--- config.mk ---
export PLATFORM = sky130hd
export DESIGN_NAME = fetch_unit
export DESIGN_NICKNAME = d
export VERILOG_FILES = /design/src/rtl/spu_pkg.sv /design/src/rtl/fetch_fifo.sv /design/src/rtl/fetch_unit.sv
export SDC_FILE = /design/constraint.sdc
export NUM_CORES = 1
export LEC_CHECK = 0
export BUFFER_PORTS_ARGS = -buffer_cell sky130_fd_sc_hd__clkbuf_2
export CORE_ASPECT_RATIO = 0.5
export CORE_MARGIN = 1.5
export CORE_UTILIZATION = 25
export DETAILED_ROUTE_END_ITERATION = 8
export GPL_ROUTABILITY_DRIVEN = 1
export GPL_TIMING_DRIVEN = 0
export PLACE_DENSITY_LB_ADDON = 0.2
export SKIP_CTS_REPAIR_TIMING = 1
export SLEW_MARGIN = 10
export SYNTH_ARGS = -nofsm -noshare
export SYNTH_HDL_FRONTEND = slang
export SYNTH_HIERARCHICAL = 1
export SYNTH_SLANG_ARGS = --single-unit
--- constraint.sdc ---
create_clock -name clk -period 17 [get_ports clk]
set_input_delay 2.55 -clock clk [delete_from_list [all_inputs] [get_ports clk]]
set_output_delay 2.55 -clock clk [all_outputs]
set_load 0.05 [all_outputs]
--- src/rtl/spu_pkg.sv ---
// Shared SPU front-end types and constants.
// Holds the fetch FSM states, instruction widths and the empty-slot marker.
package spu_pkg;

  localparam int INST_W     = 32;
  localparam int PAIR_W     = 2 * INST_W;
  localparam int LS_AW      = 15;
  localparam int PAIR_BYTES = 8;

  localparam logic [INST_W-1:0] EMPTY_SLOT = '1;

  typedef enum logic [1:0] {
    IDLE,
    RUN,
    FLUSH
  } fetch_state_e;

endpackage

--- src/rtl/fetch_fifo.sv ---
// Two-entry instruction-pair FIFO carrying fetched data and its byte PC.
// Ports: clk_i, rst_i (sync), clr_i, push_i/data_i/pc_i, pop_i, data_o/pc_o (head), count_o.
module fetch_fifo
  import spu_pkg::*;
#(
  parameter int DW = PAIR_W,
  parameter int AW = LS_AW
) (
  input  logic          clk_i,
  input  logic          rst_i,
  input  logic          clr_i,
  input  logic          push_i,
  input  logic [DW-1:0] data_i,
  input  logic [AW-1:0] pc_i,
  input  logic          pop_i,
  output logic [DW-1:0] data_o,
  output logic [AW-1:0] pc_o,
  output logic [1:0]    count_o
);

  logic [DW-1:0] data_q [2];
  logic [AW-1:0] pc_q   [2];
  logic          rd_q, wr_q;
  logic [1:0]    cnt_q;
  logic          do_push, do_pop;

  assign do_pop  = pop_i && (cnt_q != 2'd0);
  // A full FIFO still accepts a push when the head leaves in the same cycle.
  assign do_push = push_i && ((cnt_q != 2'd2) || do_pop);

  always_ff @(posedge clk_i) begin
    if (rst_i || clr_i) begin
      rd_q  <= 1'b0;
      wr_q  <= 1'b0;
      cnt_q <= 2'd0;
    end else begin
      if (do_push) wr_q <= ~wr_q;
      if (do_pop)  rd_q <= ~rd_q;
      cnt_q <= cnt_q + {1'b0, do_push} - {1'b0, do_pop};
    end
  end

  always_ff @(posedge clk_i) begin
    if (do_push && !rst_i && !clr_i) begin
      data_q[wr_q] <= data_i;
      pc_q[wr_q]   <= pc_i;
    end
  end

  assign data_o  = data_q[rd_q];
  assign pc_o    = pc_q[rd_q];
  assign count_o = cnt_q;

endmodule

--- src/rtl/fetch_unit.sv ---
// SPU instruction fetch: reads 8-byte pairs from local store and feeds the decoder.
// Ports: clk, reset (sync), stallIn, branchTaken/branchTarget, lsReadEn/lsAddr/lsData, instOut/pcOut.
module fetch_unit
  import spu_pkg::*;
#(
  parameter int instWidth   = INST_W,
  parameter int lsAddrWidth = LS_AW
) (
  input  logic                   clk,
  input  logic                   reset,
  input  logic                   stallIn,
  input  logic                   branchTaken,
  input  logic [lsAddrWidth-1:0] branchTarget,
  output logic                   lsReadEn,
  output logic [lsAddrWidth-1:0] lsAddr,
  input  logic [2*instWidth-1:0] lsData,
  output logic [2*instWidth-1:0] instOut,
  output logic [lsAddrWidth-1:0] pcOut
);

  localparam int PW = 2 * instWidth;
  localparam logic [instWidth-1:0]   EMPTY  = instWidth'(EMPTY_SLOT);
  localparam logic [PW-1:0]          BUBBLE = {EMPTY, EMPTY};
  localparam logic [lsAddrWidth-1:0] STEP   = lsAddrWidth'(PAIR_BYTES);

  fetch_state_e state_q, state_d;

  logic [lsAddrWidth-1:0] fetchPc_q, fetchPc_d;
  logic [lsAddrWidth-1:0] flightPc_q, flightPc_d;
  logic [lsAddrWidth-1:0] pc_q, pc_d;
  logic [PW-1:0]          inst_q, inst_d;
  logic                   inFlight_q, inFlight_d;
  logic                   maskLow_q, maskLow_d;

  logic                   active, redirect;
  logic                   issue, push, pop;
  logic [1:0]             count, occ;
  logic [PW-1:0]          headData, pushData;
  logic [lsAddrWidth-1:0] headPc, tgtAligned;
  logic                   unused_tgt;

  assign unused_tgt = ^branchTarget[1:0];

  assign active     = !reset && (state_q != IDLE);
  assign redirect   = active && branchTaken;
  assign tgtAligned = {branchTarget[lsAddrWidth-1:3], 3'b000};

  assign pop = active && !redirect && !stallIn && (count != 2'd0);
  assign occ = count + {1'b0, inFlight_q};
  // Counting the same-cycle pop keeps the stream gap-free without overflow.
  // A redirect always issues at the new target in its own cycle.
  assign issue = active && (redirect || (occ < 2'd2) || pop);

  // Data landing in a redirect cycle belongs to the old stream: dropped.
  assign push     = active && inFlight_q && !redirect;
  assign pushData = maskLow_q ? {lsData[PW-1:instWidth], EMPTY} : lsData;

  assign lsReadEn = issue;
  assign lsAddr   = reset    ? '0 :
                    redirect ? tgtAligned : fetchPc_q;

  fetch_fifo #(
    .DW(PW),
    .AW(lsAddrWidth)
  ) u_fifo (
    .clk_i  (clk),
    .rst_i  (reset),
    .clr_i  (redirect),
    .push_i (push),
    .data_i (pushData),
    .pc_i   (flightPc_q),
    .pop_i  (pop),
    .data_o (headData),
    .pc_o   (headPc),
    .count_o(count)
  );

  always_comb begin
    state_d = state_q;
    unique case (state_q)
      IDLE:    state_d = RUN;
      RUN:     if (branchTaken) state_d = FLUSH;
      FLUSH:   if (!branchTaken) state_d = RUN;
      default: state_d = IDLE;
    endcase
  end

  always_comb begin
    fetchPc_d  = fetchPc_q;
    flightPc_d = flightPc_q;
    maskLow_d  = maskLow_q;
    inst_d     = inst_q;
    pc_d       = pc_q;
    inFlight_d = issue;
    if (redirect) begin
      fetchPc_d = tgtAligned + STEP;
      maskLow_d = branchTarget[2];
      inst_d    = BUBBLE;
    end else begin
      if (issue) fetchPc_d = fetchPc_q + STEP;
      if (push)  maskLow_d = 1'b0;
      if (pop) begin
        inst_d = headData;
        pc_d   = headPc;
      end else if (active && !stallIn) begin
        inst_d = BUBBLE;
      end
    end
    if (issue) flightPc_d = lsAddr;
  end

  always_ff @(posedge clk) begin
    if (reset) begin
      state_q    <= IDLE;
      fetchPc_q  <= '0;
      flightPc_q <= '0;
      inFlight_q <= 1'b0;
      maskLow_q  <= 1'b0;
      inst_q     <= BUBBLE;
      pc_q       <= '0;
    end else begin
      state_q    <= state_d;
      fetchPc_q  <= fetchPc_d;
      flightPc_q <= flightPc_d;
      inFlight_q <= inFlight_d;
      maskLow_q  <= maskLow_d;
      inst_q     <= inst_d;
      pc_q       <= pc_d;
    end
  end

  assign instOut = inst_q;
  assign pcOut   = pc_q;

endmodule

== After elaboration in Yosys (flattened, before gate mapping) ==
Memories as Yosys holds them, arrays and structs flattened. A register that Yosys moved wholly into a read port is not among the register bits.
Index checks and enable logic that the tools add are counted.

* Register bits: 102
* RAM bits: 158
* Input bits: 83
* Output and inout bits: 95
* Word-level logic and storage cells: 70
* Memories kept: 2

* Add/subtract/negate cells: 5
* $lt $le $gt $ge: 1
* Eq/ne operators: 5
* Muxes and demuxes: 16
* Bitwise logic cells: 3
* Reductions and logical operators: 29

{| class="wikitable"
|+ Memories
! memory !! depth !! bits a word !! rd ports !! clocked after memory_dff !! wr ports !! RTL line !! text
|-
| u_fifo.data_q || 2 || 64 || 1 || 1 || 1 || fetch_fifo.sv:21 || <nowiki>logic [DW-1:0] data_q [2];</nowiki>
|-
| u_fifo.pc_q || 2 || 15 || 1 || 1 || 1 || fetch_fifo.sv:22 || <nowiki>logic [AW-1:0] pc_q [2];</nowiki>
|}

{| class="wikitable"
|+ Operators with widths
! cell !! count
|-
| $mux W64 || 2
|-
| $mux W15 || 4
|-
| $mux W32 || 1
|-
| $add A15 B4 Y15 const B || 2
|-
| $logic_and A1 B1 Y1 || 13
|-
| $reduce_bool A2 Y1 || 5
|-
| $mux W1 || 6
|-
| $ne A2 B2 Y1 const B || 3
|-
| $pmux W2 S3 || 1
|-
| $add A2 B1 Y2 || 2
|-
| $logic_or A1 B1 Y1 || 4
|-
| $mux W2 || 2
|-
| $reduce_and A2 Y1 || 2
|-
| $logic_not A1 Y1 || 3
|-
| $not A1 Y1 || 3
|-
| $eq A2 B1 Y1 const B || 1
|-
| $eq A2 B2 Y1 const B || 1
|-
| $logic_not A2 Y1 || 1
|-
| $lt A2 B2 Y1 const B || 1
|-
| $reduce_or A2 Y1 || 1
|-
| $sub A2 B1 Y2 || 1
|}

== Logic depth before layout (Yosys ltp) ==
* Depth after elaboration: 14
* Gate-level depth with buffers: 13

== By module ==
Netlist, hierarchy kept.

{| class="wikitable"
|+ By module, submodules not included
! module !! times used !! cells an instance !! area an instance (um^2) !! seq. area each (um^2)
|-
| fetch_fifo || 1 || 270 || 5980.7 || 4844.6
|-
| fetch_unit || 1 || 530 || 4431.8 || 2142.1
|}

== Worst setup path after synthesis ==
Ideal clock, no wire load.

* Kind: input -> register
* From: input reset
* To: memory u_fifo/data_q[1][0] (netlist name), enable pin
* Library setup time: 0.737 ns
* Arrival: 11.806 ns
* Slack: 4.457 ns
* Stages on the path: 7
* Cells stage by stage: o21bai_1 or4_1 buf_2 inv_2 buf_6 o31ai_4 nor4b_1

* Word-level cells in the longest chain between the ends: 14
* Elaborated cells between the ends (all ways): 16

{| class="wikitable"
|+ Ends and longest elaborated chain
! element !! RTL line !! text
|-
| start, declared || fetch_unit.sv:10 || <nowiki>input logic reset,</nowiki>
|-
| $logic_not A1 Y1 (*) || fetch_unit.sv:44 || <nowiki>assign active = !reset && (state_q != IDLE);</nowiki>
|-
| $logic_and A1 B1 Y1 (*) || fetch_unit.sv:44 ||
|-
| $logic_and A1 B1 Y1 || fetch_unit.sv:45 || <nowiki>assign redirect = active && branchTaken;</nowiki>
|-
| $logic_not A1 Y1 || fetch_unit.sv:48 || <nowiki>assign pop = active && !redirect && !stallIn && (count != 2'd0);</nowiki>
|-
| $logic_and A1 B1 Y1 (*) (3 in a row) || fetch_unit.sv:48 ||
|-
| named net pop || fetch_unit.sv:36 || <nowiki>logic issue, push, pop;</nowiki>
|-
| $logic_and A1 B1 Y1 (*) || fetch_fifo.sv:27 || <nowiki>assign do_pop = pop_i && (cnt_q != 2'd0);</nowiki>
|-
| $logic_or A1 B1 Y1 (*) || fetch_fifo.sv:29 || <nowiki>assign do_push = push_i && ((cnt_q != 2'd2) || do_pop);</nowiki>
|-
| $logic_and A1 B1 Y1 (*) || fetch_fifo.sv:29 ||
|-
| $logic_and A1 B1 Y1 (*) (2 in a row) || fetch_fifo.sv:44 || <nowiki>if (do_push && !rst_i && !clr_i) begin</nowiki>
|-
| $mux W1 (*) || fetch_fifo.sv:44 ||
|-
| $mux W1 (implied by the code) (*) || fetch_fifo.sv:45 || <nowiki>data_q[wr_q] <= data_i;</nowiki>
|-
| end, declared || fetch_fifo.sv:21 ||
|}

The timed path passes the listed nets; every way through them passes the cells marked *.

== Worst setup path in the final report ==
* From: input reset
* To: output lsAddr[8]

* Word-level cells in the longest chain between the ends: 5

{| class="wikitable"
|+ Ends and longest elaborated chain
! element !! RTL line !! text
|-
| $logic_not A1 Y1 || fetch_unit.sv:44 ||
|-
| $logic_and A1 B1 Y1 || fetch_unit.sv:44 ||
|-
| $logic_and A1 B1 Y1 || fetch_unit.sv:45 ||
|-
| named net redirect || fetch_unit.sv:35 || <nowiki>logic active, redirect;</nowiki>
|-
| $mux W15 || fetch_unit.sv:60 || <nowiki>redirect ? tgtAligned : fetchPc_q;</nowiki>
|-
| $mux W15 || fetch_unit.sv:59 || <nowiki>assign lsAddr = reset ? '0 :</nowiki>
|-
| end, declared || fetch_unit.sv:15 || <nowiki>output logic [lsAddrWidth-1:0] lsAddr,</nowiki>
|}

The timed path passes the listed nets, and every way through them passes these cells.

==> results.md <==
* Final cycle utilization of the critical path at 0.419
* Hold path start: pcOut[0]$_SDFFE_PP0P_
* HPWL Detailed at 19.5 mm
* Die area at 43000 um^2
* Rel. slew slack at 0.434
* Via/cell ratio at 4.42
* Mapped Avg Cell Area at 13.0 um^2
* Final instance area at 13100 um^2
* CP Class: primary input to primary output
* Top cells by area, synth: edfxtp_1 (46%), dfxtp_1 (22%), mux2_2 (7.5%)
* Post-Route WL at 27.5 mm
* Die Y at 147 um
* FF-to-FF setup slack at 13410 ps
* Final setup vio count at 0
* Dpl ws at 9890 ps
* Flop pwr share at 0.502
* Most used DFF post-synth: edfxtp_1
* FF-to-FF Start: state_q[1]$_SDFFE_PP0P_
* Crit start category: primary input
* Largest family of logic cells by synthesized area: simple AND/OR/NAND/NOR gates
* Initial antenna violation count at 2
* Max Cap Violations at 0
* Hold Path Stages at 2
* Share of cells above drive strength 1 at 0.364
* Synth top area share at 0.456
* Setup slack after layout at 9870 ps
* Power Dens Cells at 107 nW/um^2
* DR pass1 iterations at 4
* Most numerous cell in the Yosys netlist: edfxtp_1
* H-Tree Depth at 1
* Adder-cell share of the synthesized area at 0.00360
* R2r endpoint: u_fifo/data_q[1][36]$_DFFE_PP_
* Netlist cell types at 56
* GRT Overall Usage at 0.127
* Initial DRC Count at 382
* CTS Buf Count at 27
* Net Sw Power at 311 uW
* Num ports at 178
* First-pass GRT wire length at 42.2 mm
* Core Rows at 52
* Worst Hold Path EP: pcOut[0]$_SDFFE_PP0P_
* Critical path required time at 14450 ps
* Simple-gate portion of the synthesized area at 0.102
* RSZ-0062 raised after global routing: no
* Mux share of post-synthesis cell area at 0.101
* Cell Area, Synth at 10400 um^2
* Clock buffer depth at 3
* Fin. Hold Viols at 0
* Largest net degree at the start of global routing at 22
* FF+latch count, synth at 270
* WL per Instance at 17.3 um
* Post-Synth XOR/XNOR Area at 0.00673
* R2r worst-path depth at 11
* Tmin final at 7130 ps
* Sw frac at 0.221
* Core area at 40700 um^2
* Complex-gate fraction of the synthesized area at 0.0846
* Antenna-violating nets left at 0
* Leading area contributor after synthesis: edfxtp_1
* Pin slew with the least headroom to its limit at 849 ps
* Residual DRC count at 0
* LEAKAGE at 0.00476 uW
* Status: complete, no violations
* Max-slew violations at 0
* Gate power share at 0.051
* Vias in the first global route at 7333
* Peak VDD IR at 0.0564 mV
* Final #Nets at 1112
* Total congestion overflow at 0
* Slowest stage cell, crit path: mux2i_1
* Asr flop ratio synth at 0
* CTS Sinks at 270
* Post-Synthesis Cells at 800
* CTS clk-pin slew, worst paths at 60 ps
* Number of synthesized flops with an enable pin at 158
* Worst min-delay path class: flip-flop to flip-flop
* F_max at 140 MHz
* Worst stage delay on the critical path at 400 ps
* Yosys warns at 6
* Critical path data arrival time at 4580 ps
* Post-synthesis sequential area ratio at 0.671
* Initial Utilization at 0.256
* CP Capture Type: primary output
* Critical-path cell list: clkbuf_2, o21ba_2, buf_2, nand2_4, inv_4, buf_2, mux2i_1, nor2_1, clkbuf_2
* Via count at 7024
* Port buffer count at 171
* Commonest cells post-synth: edfxtp_1 (158), dfxtp_1 (112), nand2_1 (108)
* Layout area overhead at 26.1%
* CTS root buf: clkbuf_16
* Clock latency on the worst-skew pair at 550 ps
* Die width at 292 um
* CTS tree: built
* Clk_skew at 13.6 ps
* Crit Path Max Fanout at 15
* Clock share of power at 0.448
* GPL Wtd Cong at 0.845
* Placed instance area at 12200 um^2
* Pint at 1100 uW
-- metal layers --
metal | track usage | vias up | wire, um
met5 | 0 | - | 0
met4 | 0.0339 | 0 | 669
met3 | 0.0271 | 38 | 1110
met2 | 0.231 | 104 | 14100
met1 | 0.152 | 3481 | 11600
li1 | - | 3401 | -
-- layout by cell type (no fill, tap or decap), types with 9 or more instances in the layout --
cell type,instances
a211oi_1,10
a21oi_1,24
buf_2,18
buf_4,16
clkbuf_1,29
clkbuf_16,27
clkbuf_2,171
conb_1,9
dfxtp_1,112
edfxtp_1,158
mux2_2,69
mux2_4,10
mux2i_1,12
nand2_1,108
nor2_1,35
o21ai_0,12
o22ai_1,65
or2_2,33
-- power groups by stage --
stage | combinational [uW] | sequential, uW | clock, uW
after global placement | 70.0 | 720 | 0
after CTS | 72.4 | 705 | 650
after global routing | 78.2 | 706 | 675
after floorplan | 42.2 | 718 | 0
final | 71.5 | 705 | 630
after detailed placement | 72.1 | 720 | 0
-- worst max-delay path: cells and delay by family --
family                 cells  cell delay [ps]
AND/OR/NAND/NOR            2              220
buffers and inverters      5             1140
AO/OA/AOI/OAI              1              260
multiplexers               1              400
-- sequential cells by signal, indices dropped and copies added (netlist names), named ones only --
| name | cells |
|---|---|
| fetchPc_q | 12 |
| flightPc_q | 12 |
| inFlight_q | 1 |
| instOut | 64 |
| maskLow_q | 1 |
| pcOut | 15 |
| state_q | 2 |
| u_fifo/count_o | 2 |
| u_fifo/data_q | 128 |
| u_fifo/pc_q | 30 |
| u_fifo/rd_q | 1 |
| u_fifo/wr_q | 1 |
-- how the worst max path moves through the flow --
stage	startpoint	to	slack, ps	cells after the start
final	reset	lsAddr[8]	9870	9
after global routing	reset	lsAddr[8]	9770	9
after CTS	reset	lsAddr[8]	9880	9
after detailed placement	reset	lsAddr[8]	9890	9
after global placement	reset	u_fifo/data_q[1][36]$_DFFE_PP_	-2570	8
after floorplan	reset	u_fifo/data_q[1][0]$_DFFE_PP_	4460	7
-- kinds of logic after synthesis --
family / Yosys count
flip-flops: 270
AND/OR/NAND/NOR: 227
AO/OA/AOI/OAI: 137
multiplexers: 91
buffers and inverters: 63
XOR/XNOR: 8
adder cells (fa/ha/maj): 3
other: 1
-- metrics by stage --
stage / hold WS, ps / utilization / std cells / setup TNS [ps] / power [uW]
after floorplan: 426 / - / 808 / 0 / 760
after global placement: 434 / 0.294 / 1519 / -202790 / 790
after detailed placement: 450 / 0.299 / 1537 / 0 / 792
after CTS: 464 / 0.322 / 1586 / 0 / 1430
after global routing: 470 / 0.322 / 1587 / 0 / 1460
final: 464 / 0.322 / 1588 / 0 / 1410
-- final cells by class --
cell class / instances / area [um^2]
Timing Repair Buffer: 189 / 1060
Clock buffer: 30 / 697
Sequential cell: 270 / 6990
Inverter: 9 / 36.3
Buffer: 54 / 283
Tap cell: 540 / 676
Antenna cell: 2 / 5.00
Clock inverter: 19 / 235
Multi-Input combinational cell: 475 / 3160
Fill cell: 4118 / 27600
Note: power is estimated with default switching activity, not from simulation.
